$ cat src/rtl/mem_stall_ctrl.sv
// mem_stall_ctrl: holds the pipeline around a variable-latency data memory access,
// bubbles M/W while waiting, and tracks timeouts and total stall cycles.
module mem_stall_ctrl #(
    parameter int TIMEOUT = 255,
    parameter int CNT_W   = 8,
    parameter int PERF_W  = 32
) (
    input  logic              clk,
    input  logic              reset,
    input  logic              memread_m,
    input  logic              memwrite_m,
    input  logic              mem_ready,
    input  logic [31:0]       mem_rdata,
    output logic              mem_req,
    output logic              mem_we,
    output logic [31:0]       readdata_m,
    output logic              stall_f,
    output logic              stall_d,
    output logic              stall_e,
    output logic              stall_m,
    output logic              bubble_w,
    output logic              timeout_err,
    output logic [PERF_W-1:0] stall_cycles
);
    typedef enum logic [1:0] {IDLE, WAIT, RELEASE, ERROR} state_t;

    state_t            r_state;
    logic [CNT_W-1:0]  r_cnt;
    logic [31:0]       r_rdata;
    logic              r_err;
    logic [PERF_W-1:0] r_stall_cnt;
    logic              w_op;
    logic              w_stall;

    assign w_op    = memread_m | memwrite_m;
    // An access that misses in IDLE stalls in its very first cycle, before WAIT is reached
    assign w_stall = !reset & ((r_state == IDLE & w_op & !mem_ready) | r_state == WAIT | r_state == ERROR);
    assign mem_req = !reset & ((r_state == IDLE & w_op) | r_state == WAIT);
    assign mem_we  = mem_req & memwrite_m;
    assign stall_f = w_stall;
    assign stall_d = w_stall;
    assign stall_e = w_stall;
    assign stall_m = w_stall;
    assign bubble_w = w_stall;
    assign readdata_m = reset ? 32'd0 :
                        r_state == RELEASE ? r_rdata :
                        (r_state == IDLE & memread_m & !memwrite_m & mem_ready) ? mem_rdata : 32'd0;
    assign timeout_err  = r_err;
    assign stall_cycles = r_stall_cnt;

    always_ff @(posedge clk) begin
        if (reset) begin
            r_state     <= IDLE;
            r_cnt       <= '0;
            r_rdata     <= '0;
            r_err       <= 1'b0;
            r_stall_cnt <= '0;
        end else begin
            if (w_stall && r_stall_cnt != '1)
                r_stall_cnt <= r_stall_cnt + 1'b1;
            case (r_state)
                IDLE: if (w_op && !mem_ready) begin
                    r_state <= WAIT;
                    r_cnt   <= CNT_W'(1);
                end
                WAIT: if (mem_ready) begin
                    r_rdata <= mem_rdata;
                    r_state <= RELEASE;
                end else if (r_cnt == CNT_W'(TIMEOUT)) begin
                    r_state <= ERROR;
                    r_err   <= 1'b1;
                end else begin
                    r_cnt <= r_cnt + 1'b1;
                end
                RELEASE: r_state <= IDLE;
                ERROR: ;
            endcase
        end
    end
endmodule
$ cat config.mk
export PLATFORM = sky130hd
export DESIGN_NAME = mem_stall_ctrl
export DESIGN_NICKNAME = d
export VERILOG_FILES = /design/src/rtl/mem_stall_ctrl.sv
export SDC_FILE = /design/constraint.sdc
export NUM_CORES = 1
export LEC_CHECK = 0
export CAP_MARGIN = 5
export CORE_ASPECT_RATIO = 1.2
export CORE_MARGIN = 2
export CORE_UTILIZATION = 48
export CTS_CLUSTER_SIZE = 16
export DETAILED_ROUTE_END_ITERATION = 8
export GPL_ROUTABILITY_DRIVEN = 0
export GPL_TIMING_DRIVEN = 0
export PLACE_DENSITY = 0.86
export SLEW_MARGIN = 30
export SYNTH_ARGS = -nofsm -noshare
export SYNTH_HDL_FRONTEND = slang
export SYNTH_SLANG_ARGS = --single-unit
$ cat constraint.sdc
create_clock -name clk -period 3.9 [get_ports clk]
set_clock_uncertainty 0.15 [all_clocks]
set_input_delay 1.17 -clock clk [delete_from_list [all_inputs] [get_ports clk]]
set_output_delay 1.17 -clock clk [all_outputs]
set_load 0.02 [all_outputs]
==> results.cfg <==
[status]
status = complete, no violations

[final_layout]
drive_gt1_share_pct = 15.4
syn2layout_area_growth_pct = 33.5
antennaDiodeCount = 0
final_nets = 664
fillCellCount = 661

[critical_path]
max_stage_delay_ns = 0.29
path_common_cell = clkdlybuf4s15_2
path_max_fanout = 9
slowest_stage = or2_4
crit_path_start_kind = primary input
arrival_ns = 2.53
critPathCaptureType = output port
cp_data_required_time_ns = 2.58
critical_path_class = in2out
path_cells = clkdlybuf4s15_2 > or2_4 > a21o_1 > buf_6 > nand2_4 > inv_2 > buf_4 > clkdlybuf4s15_2

[run]
drv_cap = 0

[routing]
wl_met2_um = 5550
drt_iter0_drc = 198
viasPerCell = 6.02
dr.pass1.iters = 5
remaining_drc_errors = 0
wl_met1_um = 4490
wl_per_cell_um = 15.4
dr_wl_met3_um = 888
drtAntennaViolNets = 0
highest-signal-layer = met4
via_count = 4347
wirelength_um = 11100

[timing]
clock.fmax_mhz = 259
setup-violations-final = 0
worst_slack_ns = 0.0450
setup_tns_ns = 0
period_needed_ns = 3.85
slew_viol_final = 0
relSlewSlack_pct = 52.7
tightest_slew_ns = 0.703
rsz0062_at_grt = false
hold_viol_final = 0
period_share_pct = 98.8

[die]
fp.dieH_um = 103
placement_rows = 35
coreArea_um2 = 7750
die_width_um = 86.1
io_pins = 109
start_util_pct = 50.1
dieArea_um2 = 8830

[yosys]
synthTopCellsByCount = nand2_1, dfxtp_1, a21oi_1
synthMostInstantiatedCell = nand2_1
synth.area.top_cells = dfxtp_1, nand2_1, a21oi_1
async_flop_share_pct = 0
synth_ff_type = dfxtp_1
synth_seq_cells = 75
yosys_warnings = 0
synth.cell_area_um2 = 3880
synthCells = 504
synth.distinct_cells = 50
synth_edf_count = 0
synth_top_area_share_pct = 38.7
yosysSeqAreaShare_pct = 38.7
syn_nets = 543
syn_avg_cell_area_um2 = 7.70
synth_top_area_cell = dfxtp_1

[grt]
grt_max_degree = 14
grt_antenna_before_repair = 0
track_usage_pct = 24.8
grt_pass1_vias = 4057
grt_pass1_wl_um = 17900
grt_overflow = 0

[pwr]
p_leak_nw = 1.86
peakVddDrop_mv = 0.218
cellPowerDensity_nw_per_um2 = 295
totalPowerFinal_mw = 1.53

[placement]
place_hpwl_um = 8140
dpl_worst_slack_ns = -1.17
io_buffer_count = 107

[clock_tree]
clk_root_buffer_cell = clkbuf_8
cts_made_buffers = 9
clock_path_buffers = 2
cts_tree = done
cts_max_level = 3
clkTransAtPathRegs_ns = 0.08
post_cts_hold_buffer_count = 0
cts.sinks = 75
clk_latency_ns = 0.36

[min_path]
hold_class = reg2reg
-- final timing paths --
path / end / startpoint / cells past startpoint / slack [ns]
setup / recovery: stall_e / memwrite_m / 8 / 0.05
setup reg to reg: stall_cycles[25] / stall_cycles[0] / 9 / 1.47
hold / removal: r_rdata[22] / r_rdata[22] / 2 / 0.31
hold reg to reg: r_rdata[22] / r_rdata[22] / 2 / 0.31
-- critical path, delay by kind of cell --
kind | cells | cell delay [ns]
buf+inv | 5 | 0.82
compound gates | 1 | 0.17
simple gates | 2 | 0.37
-- power breakdown --
group | internal [mW] | switching [mW]
logic | 0.0828 | 0.110
registers | 0.780 | 0.00951
clock network | 0.249 | 0.298
total | 1.11 | 0.418
-- layout make-up --
cell class	count	area, µm²	area share [%]
multi-input combinational	381	2180	42.2
sequential	75	1500	29.0
timing repair buffer	110	935	18.0
buffer	38	229	4.42
clock buffer	11	141	2.73
tap	92	115	2.22
clock inverter	5	38.8	0.748
inverter	10	37.5	0.724
-- registers in the layout, summed over array words and instances, names as in the netlist --
register / cells
r_cnt: 8
r_rdata: 32
r_state: 2
stall_cycles: 32
timeout_err: 1
-- metal layers --
| layer | vias up | GRT usage, % |
|---|---|---|
| met5 | - | 0 |
| li1 | 2088 | - |
| met2 | 201 | 43.7 |
| met3 | 19 | 6.16 |
| met1 | 2039 | 28.5 |
| met4 | 0 | 10.9 |
-- cells by family (layout without fill, tap and decap cells) --
family          Yosys count  after routing  share of synthesized area (%)
simple gates            233            233                           31.1
flops                    75             75                           38.7
compound gates          144            144                           23.3
buf+inv                  48            174                           5.80
mux                       1              1                          0.290
xor+xnor                  1              1                          0.226
fa+ha+maj                 2              2                          0.644
-- repair_timing --
| item | 4_1_cts | 5_1_grt |
|---|---|---|
| pin swaps | 1 | 2 |
| gates cloned | 1 | 0 |
| endpoints found under the setup margin | 39 | 35 |
| resized for setup | 160 | 21 |
| setup buffers | 2 | 0 |
-- placed cells by master (no fill, tap or decap), drive strengths merged, types with 3 or more instances in the layout --
cell type and count:
o21ai 15, nor2b 3, clkinvlp 4, or2 5
nand4 17, o41ai 5, and3 8, clkdlybuf4s50 65
inv 10, or3 10, nand2 87, dfxtp 75
nand3 17, a22oi 32, and4 5, a21oi 62
nor4 4, buf 45, nor2 47, clkbuf 43
o311ai 6, nor3 12, or4 14, a31oi 4
o31ai 11
-- metrics by stage --
stage	std cells	area, µm²	hold slack, ns	utilization, %
finish	722	5180	0.306	66.9
global route	722	5180	0.330	66.9
CTS	722	5220	0.309	67.4
detailed placement	703	5070	0.298	65.4
global placement	703	5070	0.292	65.4
floorplan	504	3880	0.286	-
Power figures use the tool's default switching activity.
